--- src/rtl/netbus_pkg.sv ---
// Shared NetBus types and helpers for the five-to-one receive merge.
// Beat width, end-of-packet bit position and arbiter state encoding live here.
package netbus_pkg;

  localparam int NETBUS_PORTS = 5;

  typedef enum logic {IDLE, LOCKED} netbus_state_e;

  function automatic int netbus_w(input int dw);
    return dw * 9 + 14;
  endfunction

  function automatic int netbus_last_bit(input int dw);
    return dw * 9 + 13;
  endfunction

  function automatic logic [2:0] netbus_next(input logic [2:0] g);
    return (g >= 3'd4) ? 3'd0 : g + 3'd1;
  endfunction

endpackage

--- src/rtl/netbus_rr_arb5.sv ---
// Combinational five-way round-robin picker: first requester at or above ptr, wrapping mod 5.
module netbus_rr_arb5
  import netbus_pkg::*;
(
  input  logic [4:0] req,
  input  logic [2:0] ptr,
  output logic [2:0] gnt_idx,
  output logic       any
);

  // Scan from the farthest offset down so the nearest requester is the last to win.
  always_comb begin
    gnt_idx = '0;
    any     = 1'b0;
    for (int i = NETBUS_PORTS - 1; i >= 0; i--) begin
      int k;
      k = (int'(ptr) + i) % NETBUS_PORTS;
      if (req[k]) begin
        gnt_idx = 3'(k);
        any     = 1'b1;
      end
    end
  end

endmodule

--- src/rtl/netbus_rx5.sv ---
// Five-to-one packet-aware NetBus merge with registered output and packet-granular round-robin.
// Optional stall timeout that releases a stuck lock: define NETBUS_RX5_TIMEOUT_EN.
module netbus_rx5
  import netbus_pkg::*;
#(
  parameter int DATA_WIDTH = 4,
  parameter int LAST_BIT   = netbus_last_bit(DATA_WIDTH)
`ifdef NETBUS_RX5_TIMEOUT_EN
  , parameter int IDLE_TIMEOUT = 256
`endif
  , localparam int W = netbus_w(DATA_WIDTH)
) (
  input  logic         CLK,
  input  logic         RST,
  input  logic [W-1:0] RDATA0,
  input  logic [W-1:0] RDATA1,
  input  logic [W-1:0] RDATA2,
  input  logic [W-1:0] RDATA3,
  input  logic [W-1:0] RDATA4,
  input  logic         RVALID0,
  input  logic         RVALID1,
  input  logic         RVALID2,
  input  logic         RVALID3,
  input  logic         RVALID4,
  output logic         RREADY0,
  output logic         RREADY1,
  output logic         RREADY2,
  output logic         RREADY3,
  output logic         RREADY4,
  output logic [W-1:0] DATA,
  output logic         VALID,
  input  logic         READY
);

  logic [W-1:0]  rdata_a [NETBUS_PORTS];
  logic [4:0]    rvalid_v;
  logic [4:0]    rready_v;
  netbus_state_e state_q, state_d;
  logic [2:0]    ptr_q, ptr_d;
  logic [2:0]    gnt_q, gnt_d;
  logic [W-1:0]  data_q;
  logic          valid_q;
  logic          load;
  logic [W-1:0]  rdata_g;
  logic          rvalid_g;
  logic [2:0]    arb_idx;
  logic          arb_any;
`ifdef NETBUS_RX5_TIMEOUT_EN
  logic [15:0]   cnt_q, cnt_d;
`endif

  assign rdata_a[0] = RDATA0;
  assign rdata_a[1] = RDATA1;
  assign rdata_a[2] = RDATA2;
  assign rdata_a[3] = RDATA3;
  assign rdata_a[4] = RDATA4;
  assign rvalid_v   = {RVALID4, RVALID3, RVALID2, RVALID1, RVALID0};

  assign {RREADY4, RREADY3, RREADY2, RREADY1, RREADY0} = rready_v;

  assign rdata_g  = rdata_a[gnt_q];
  assign rvalid_g = rvalid_v[gnt_q];

  netbus_rr_arb5 u_arb (
    .req     (rvalid_v),
    .ptr     (ptr_q),
    .gnt_idx (arb_idx),
    .any     (arb_any)
  );

  always_comb begin
    state_d  = state_q;
    ptr_d    = ptr_q;
    gnt_d    = gnt_q;
    rready_v = '0;
    load     = 1'b0;
`ifdef NETBUS_RX5_TIMEOUT_EN
    cnt_d    = cnt_q;
`endif
    case (state_q)
      IDLE: begin
`ifdef NETBUS_RX5_TIMEOUT_EN
        cnt_d = '0;
`endif
        if (arb_any) begin
          gnt_d   = arb_idx;
          state_d = LOCKED;
        end
      end
      LOCKED: begin
        // Accept only when the output register is empty or draining this cycle.
        rready_v[gnt_q] = !valid_q || READY;
        load            = rvalid_g && rready_v[gnt_q];
        if (load && rdata_g[LAST_BIT]) begin
          state_d = IDLE;
          ptr_d   = netbus_next(gnt_q);
        end
`ifdef NETBUS_RX5_TIMEOUT_EN
        if (rvalid_g) begin
          cnt_d = '0;
        end else if (cnt_q + 16'd1 == 16'(IDLE_TIMEOUT)) begin
          cnt_d   = '0;
          state_d = IDLE;
          ptr_d   = netbus_next(gnt_q);
        end else begin
          cnt_d = cnt_q + 16'd1;
        end
`endif
      end
      default: state_d = IDLE;
    endcase
  end

  always_ff @(posedge CLK or posedge RST) begin
    if (RST) begin
      state_q <= IDLE;
      ptr_q   <= '0;
      gnt_q   <= '0;
`ifdef NETBUS_RX5_TIMEOUT_EN
      cnt_q   <= '0;
`endif
    end else begin
      state_q <= state_d;
      ptr_q   <= ptr_d;
      gnt_q   <= gnt_d;
`ifdef NETBUS_RX5_TIMEOUT_EN
      cnt_q   <= cnt_d;
`endif
    end
  end

  // Output register: a load overrides a drain so back-to-back beats stream at full rate.
  always_ff @(posedge CLK or posedge RST) begin
    if (RST) begin
      data_q  <= '0;
      valid_q <= 1'b0;
    end else if (load) begin
      data_q  <= rdata_g;
      valid_q <= 1'b1;
    end else if (valid_q && READY) begin
      valid_q <= 1'b0;
    end
  end

  assign DATA  = data_q;
  assign VALID = valid_q;

endmodule

--- config.mk ---
export PLATFORM = sky130hd
export DESIGN_NAME = netbus_rx5
export DESIGN_NICKNAME = d
export VERILOG_FILES = /design/src/rtl/netbus_pkg.sv /design/src/rtl/netbus_rr_arb5.sv /design/src/rtl/netbus_rx5.sv
export SDC_FILE = /design/constraint.sdc
export NUM_CORES = 1
export LEC_CHECK = 0
export ABC_CLOCK_PERIOD_IN_PS = 4500
export CAP_MARGIN = 25
export CORE_ASPECT_RATIO = 0.9
export CORE_MARGIN = 5
export CORE_UTILIZATION = 30
export DETAILED_ROUTE_END_ITERATION = 6
export PLACE_DENSITY = 0.69
export SETUP_SLACK_MARGIN = 0.2
export SYNTH_ARGS = -nofsm -noshare
export SYNTH_HDL_FRONTEND = slang
export SYNTH_SLANG_ARGS = --single-unit
--- constraint.sdc ---
create_clock -name CLK -period 4.5 [get_ports CLK]
set_input_delay 0.675 -clock CLK [delete_from_list [all_inputs] [get_ports CLK]]
set_output_delay 0.675 -clock CLK [all_outputs]
set_load 0.01 [all_outputs]
==> impl_metrics.env, run 1 <==
export IMPL_wirelength_um=22200
export IMPL_cap_violations=0
export IMPL_die_h_um=137
export IMPL_row_count=46
export IMPL_fill_cells=1599
export IMPL_synth_edf_count=0
export IMPL_path_class="flip-flop to flip-flop"
export IMPL_cts_hold_buf=0
export IMPL_remaining_drc_errors=0
export IMPL_dr_pass1_iters=5
export IMPL_yosysWarningCount=0
export IMPL_start_util_pct=30.6
export IMPL_syn_area_um2=5410
export IMPL_cts_root_buf="clkbuf_16"
export IMPL_synth_top_area_share_pct=26.8
export IMPL_min_from="DATA[12]$_DFFE_PP0P_"
export IMPL_cts_tree="yes"
export IMPL_clock_skew_ns=0.00935
export IMPL_wl_per_cell_um=20.1
export IMPL_ys_seq_area_share_pct=26.8
export IMPL_drt_iter0_drc=383
export IMPL_ys_types=71
export IMPL_overflow=0
export IMPL_hold_viol=0
export IMPL_synth_ff_type="dfrtp_1"
export IMPL_cts_buffer_depth=2
export IMPL_max_slew_margin_pct=49.4
export IMPL_setup_viol=0
export IMPL_postLayoutCoreUtil_pct=52.6
export IMPL_syn_area_per_cell_um2=9.78
export IMPL_slew_violations=0
export IMPL_portBuffers=313
export IMPL_cts_buffers=9
export IMPL_clk_latency_ns=0.33
export IMPL_ioPinCount=314
export IMPL_grt_pass1_vias=5822
export IMPL_fin_nets=1143
export IMPL_grt_setup_unrepaired="no"
export IMPL_regArea_um2=1460
export IMPL_fmax_mhz=236
export IMPL_gp_congestion=0.959
export IMPL_fin_crit_sh_pct=94.3
export IMPL_layout_commonest_cell="clkdlybuf4s50_1"
export IMPL_holdWs_ns=0.476
export IMPL_r2r_cells=15
export IMPL_grt_pass1_wl_um=31800
export IMPL_r2r_slack_ns=0.25
export IMPL_antenna_cells=0
export IMPL_via_per_inst=5.21
export IMPL_die_area_um2=20800
export IMPL_powerDensity_nw_per_um2=642
export IMPL_core_area_um2=17700
export IMPL_syn_to_final_growth_pct=71.9
export IMPL_syn_inst=553
export IMPL_reg2reg_to="gnt_q[0]$_DFFE_PP0P_"
export IMPL_slowest_delay_ns=0.56
export IMPL_dpl_hpwl_um=17700
export IMPL_cpMaxStageDelayCell="or4b_4"
export IMPL_whs_endpoint="DATA[12]$_DFFE_PP0P_"
export IMPL_antenna_found_initial=0
export IMPL_multi_input_area_um2=3770
export IMPL_ir_drop_uv=379
export IMPL_clk_pin_slew_ns=0.05
export IMPL_gr_usage_all_layers_pct=19.8
export IMPL_r2r_start="ptr_q[1]$_DFFE_PP0P_"
export IMPL_crit_chain="buf_6 -> buf_4 -> ha_1 -> a21oi_2 -> xnor2_1 -> ha_2 -> fa_1 -> a21bo_4 -> or3_4 -> o2111ai_2 -> or2b_4 -> or4b_4 -> o41ai_4 -> mux2_4 -> o31a_1"
export IMPL_min_path_cells=2
export IMPL_cp_start_kind="flip-flop"
export IMPL_hp_class="flip-flop to flip-flop"
export IMPL_finalSetupTns_ns=0
export IMPL_cp_max_fo=7
export IMPL_htree_levels=3
export IMPL_tightest_slew_ns=0.759
export IMPL_timing_final_crit_period_ns=4.25
export IMPL_startpoint="ptr_q[1]$_DFFE_PP0P_"
export IMPL_drive_gt1_share_pct=17.0
export IMPL_async_flop_share_pct=100
export IMPL_placedCellCount=1078
export IMPL_cts_sinks=58
export IMPL_synth_top_area_cell="dfrtp_1"
export IMPL_outcome="complete, no violations"
export IMPL_layout_common_cells="313 x clkdlybuf4s50_1, 92 x nand2_1, 62 x o21ai_0"
export IMPL_critPathArrivalTime_ns=4.45
export IMPL_die_w_um=152
export IMPL_endpoint_kind="flip-flop"
export IMPL_syn_nets=834
export IMPL_layoutNonFillerInstCount=1107
export IMPL_synth_area_leaders="dfrtp_1 27%, mux4_2 22%, a22oi_1 7.1%, nand2_1 6.4%, o21ai_0 5.8%"
export IMPL_p_leak_nw=3.59
export IMPL_ys_ff_latch=58
export IMPL_postRouteAntennaNets=0
export IMPL_grt_start_max_net_pins=96
export IMPL_cp_required_ns=4.71
export IMPL_vias=5769
-- cells by family (layout without fill, tap and decap cells) --
family | after synthesis | count (layout) | share of synthesized area (%)
flip-flops | 58 | 58 | 26.8
XOR/XNOR | 8 | 8 | 1.78
adder cells (fa/ha/maj) | 23 | 23 | 5.46
AND/OR/NAND/NOR | 153 | 153 | 13.3
multiplexers | 61 | 61 | 23.4
AO/OA/AOI/OAI | 185 | 185 | 23.2
buffers and inverters | 65 | 379 | 5.97
-- worst max-delay path, delay by kind of cell, from the launching register on --
family | cells | cell delay (ns)
DFF | 1 | 0.41
adders and majority gates | 3 | 0.69
muxes | 1 | 0.33
xor gates and xnor gates | 1 | 0.17
AOI/OAI and AO/OA | 5 | 1.00
buffers and inverters | 2 | 0.28
and+or+nand+nor | 3 | 1.23
-- synthesized netlist by cell type (5+ instances only) --
cell type	number
nand2_1	92
o21ai_0	63
dfrtp_1	58
mux4_2	52
a22oi_1	51
clkbuf_1	30
ha_1	22
nor2_1	18
a21oi_1	17
inv_1	16
buf_1	9
mux2i_1	8
nand3_1	6
o211ai_1	6
xnor2_1	6
a211oi_1	5
-- registers in the layout (all words and copies together) (netlist names) --
register  count
DATA         50
VALID         1
gnt_q         3
ptr_q         3
state_q       1
-- power by group --
part	internal, mW	switching (mW)
sequential	0.768	0.258
combinational	2.12	2.16
clock	0.424	0.241
total	3.31	2.66
-- worst max-delay path by stage --
stage,end,slack [ns],depth (start not counted)
2_1_floorplan,gnt_q[0]$_DFFE_PP0P_,0.21,16
3_3_place_gp,gnt_q[0]$_DFFE_PP0P_,0.28,14
3_5_place_dp,gnt_q[0]$_DFFE_PP0P_,0.14,15
4_1_cts,gnt_q[0]$_DFFE_PP0P_,0.22,15
5_1_grt,gnt_q[0]$_DFFE_PP0P_,0.17,15
6_report,gnt_q[0]$_DFFE_PP0P_,0.25,15
-- per-stage QoR --
stage	power (mW)	cell area [µm²]	setup WS [ns]
2_1_floorplan	3.67	5430	0.208
3_3_place_gp	5.03	8770	0.283
5_1_grt	6.46	9290	0.172
4_1_cts	5.80	9080	0.216
6_report	5.97	9290	0.255
3_5_place_dp	5.08	8770	0.144
-- cell type report --
class / count / share of cell area, %
sequential: 58 / 15.7
timing repair buffer: 345 / 36.7
inverter: 18 / 0.781
clock inverter: 6 / 0.619
tap: 240 / 3.23
multi-input combinational: 430 / 40.5
clock buffer: 10 / 2.46
-- routing by layer --
layer  up-vias  GRT usage (%)  share of wire (%)
met2       272           33.8                 49
met1      2727           23.7                 39
met4         0           5.29                1.8
li1       2750              -                  -
met5         -              0                  0
met3        20           7.34                 10
-- timing repair --
item,CTS,global route
buffers inserted,0,13
gates resized for setup,6,27
pin swaps,0,9
endpoints found under the setup margin,3,4
gates cloned,0,0
(Power assumes the default switching activity.)
==> run 2, diff against run 1 <==
ABC_CLOCK_PERIOD_IN_PS = 4800   (was 4500)
CTS_CLUSTER_DIAMETER = 120   (was default)
PLACE_DENSITY = 0.66   (was 0.69)
clock period = 4.8 ns   (was 4.5 ns; I/O delays follow)
==> impl_metrics.env, run 2 (synthesized netlist as in run 1, its figures left out) <==
export IMPL_path_class="flip-flop to flip-flop"
export IMPL_setup_viol=0
export IMPL_fin_crit_sh_pct=89.5
export IMPL_gr_usage_all_layers_pct=20.1
export IMPL_slew_violations=0
export IMPL_wirelength_um=22500
export IMPL_ir_drop_uv=506
export IMPL_cts_buffers=9
export IMPL_largest_reg_flops=50
export IMPL_ioPinCount=314
export IMPL_path_buf_inv=1
export IMPL_min_path_cells=2
export IMPL_grt_pass1_wl_um=31800
export IMPL_cts_buffer_depth=2
export IMPL_placedCellCount=1076
export IMPL_p_sw_share_pct=45.8
export IMPL_crit_family="compound AO/OA/AOI/OAI gates"
export IMPL_via_per_inst=5.26
export IMPL_timing_final_crit_period_ns=4.30
export IMPL_cpMaxStageDelayCell="or4b_4"
export IMPL_start_util_pct=30.6
export IMPL_powerDensity_nw_per_um2=594
export IMPL_remaining_drc_errors=0
export IMPL_grt_pass1_vias=5591
export IMPL_p_leak_nw=3.49
export IMPL_dpl_hpwl_um=18000
export IMPL_cp_depth=15
export IMPL_vias=5751
export IMPL_cap_violations=0
export IMPL_endpoint_kind="flip-flop"
export IMPL_crit_chain="inv_1 -> ha_1 -> o21a_1 -> a21oi_1 -> xnor2_1 -> ha_1 -> fa_1 -> a21bo_2 -> o31ai_2 -> a22oi_1 -> or2b_2 -> or4b_4 -> o41ai_4 -> mux2_4 -> o31a_1"
export IMPL_clk_latency_ns=0.32
export IMPL_portBuffers=313
export IMPL_fin_area_um2=9020
export IMPL_holdWs_ns=0.476
export IMPL_internal_power_mw=2.90
export IMPL_clock_skew_ns=0.00710
export IMPL_p_switching_mw=2.45
export IMPL_clk_pin_slew_ns=0.05
export IMPL_finalSetupTns_ns=0
export IMPL_drive_gt1_share_pct=13.5
export IMPL_die_area_um2=20800
export IMPL_grt_setup_unrepaired="no"
export IMPL_max_slew_margin_pct=41.2
export IMPL_finalPower_mw=5.35
export IMPL_place_area_um2=8720
export IMPL_slowest_delay_ns=0.56
export IMPL_grt_start_max_net_pins=101
export IMPL_critPathArrivalTime_ns=4.51
export IMPL_gp_congestion=0.940
export IMPL_cts_root_buf="clkbuf_16"
export IMPL_syn_to_final_growth_pct=66.8
export IMPL_cts_tree="yes"
export IMPL_hp_class="flip-flop to flip-flop"
export IMPL_p_seq_share_pct=17.9
export IMPL_hold_viol=0
export IMPL_cts_sinks=58
export IMPL_fill_cells=1672
export IMPL_core_area_um2=17700
export IMPL_p_comb_share_pct=71.1
export IMPL_worst_path_most_repeated_cell="ha_1"
export IMPL_cp_start_kind="flip-flop"
export IMPL_tightest_slew_ns=0.882
export IMPL_cp_required_ns=5.01
export IMPL_r2r_cells=15
export IMPL_power_frac_clock_pct=11.0
export IMPL_cp_max_fo=5
export IMPL_htree_levels=3
export IMPL_fin_nets=1129
export IMPL_antenna_found_initial=0
export IMPL_die_w_um=152
export IMPL_layout_common_cells="313 x clkdlybuf4s50_1, 92 x nand2_1, 62 x o21ai_0"
export IMPL_die_h_um=137
export IMPL_dr_pass1_iters=5
export IMPL_wl_per_cell_um=20.6
export IMPL_drt_iter0_drc=334
export IMPL_fmax_mhz=233
export IMPL_postRouteAntennaNets=0
export IMPL_outcome="complete, no violations"
export IMPL_row_count=46
export IMPL_layout_commonest_cell="clkdlybuf4s50_1"
export IMPL_layoutNonFillerInstCount=1093
export IMPL_overflow=0
[run 2: repair_timing]
item	in CTS	in global routing
hold endpoints to repair	0	0
buffers inserted	0	1
setup endpoints to repair	0	3
gates resized for setup	0	5
hold buffers	0	0
[run 2: area by class of cell]
class                           instances  area (µm²)  area share, %
Antenna cell                            1        2.50         0.0277
Clock buffer                           13         260           2.89
Clock inverter                          2        12.5          0.139
Inverter                               18        67.6          0.749
Multi-Input combinational cell        430        3650           40.5
Sequential cell                        58        1460           16.2
Tap cell                              240         300           3.33
Timing Repair Buffer                  331        3270           36.2
[run 2: power groups by stage]
stage	sequential [mW]	clock, mW	combinational [mW]
6_report	0.959	0.588	3.81
2_1_floorplan	0.944	0	2.47
3_5_place_dp	0.971	0	3.78
3_3_place_gp	0.960	0	3.76
4_1_cts	0.966	0.610	3.79
5_1_grt	1.00	0.638	4.15
[run 2: worst paths after layout]
path	startpoint	endpoint	slack, ns
max reg2reg	ptr_q[2]$_DFFE_PP0P_	gnt_q[0]$_DFFE_PP0P_	0.50
min in group asynchronous	RST	DATA[13]$_DFFE_PP0P_	0.86
max	ptr_q[2]$_DFFE_PP0P_	gnt_q[0]$_DFFE_PP0P_	0.50
min reg2reg	DATA[35]$_DFFE_PP0P_	DATA[35]$_DFFE_PP0P_	0.48
min	DATA[35]$_DFFE_PP0P_	DATA[35]$_DFFE_PP0P_	0.48
max in group asynchronous	RST	DATA[33]$_DFFE_PP0P_	3.08
[run 2: worst min-delay path, delay by kind of cell (launching register included)]
kind	cells	cell delay, ns
AO/OA/AOI/OAI	1	0.06
flip-flops	1	0.34
AND/OR/NAND/NOR	1	0.05
[run 2: through the flow]
| stage | setup WS [ns] | util [%] |
|---|---|---|
| 3_5_place_dp | 0.323 | 49.4 |
| 5_1_grt | 0.255 | 51.0 |
| 6_report | 0.502 | 51.0 |
| 4_1_cts | 0.316 | 50.9 |
| 2_1_floorplan | 0.269 | - |
| 3_3_place_gp | 0.425 | 49.4 |
[run 2: layer usage]
layer  wire length, µm  vias to the layer above  track usage, %
met5                 0                        -               0
met4               369                        0            5.64
met3              2160                       20            6.02
met2             10900                      268            33.5
met1              8990                     2748            25.2
li1                  -                     2715               -
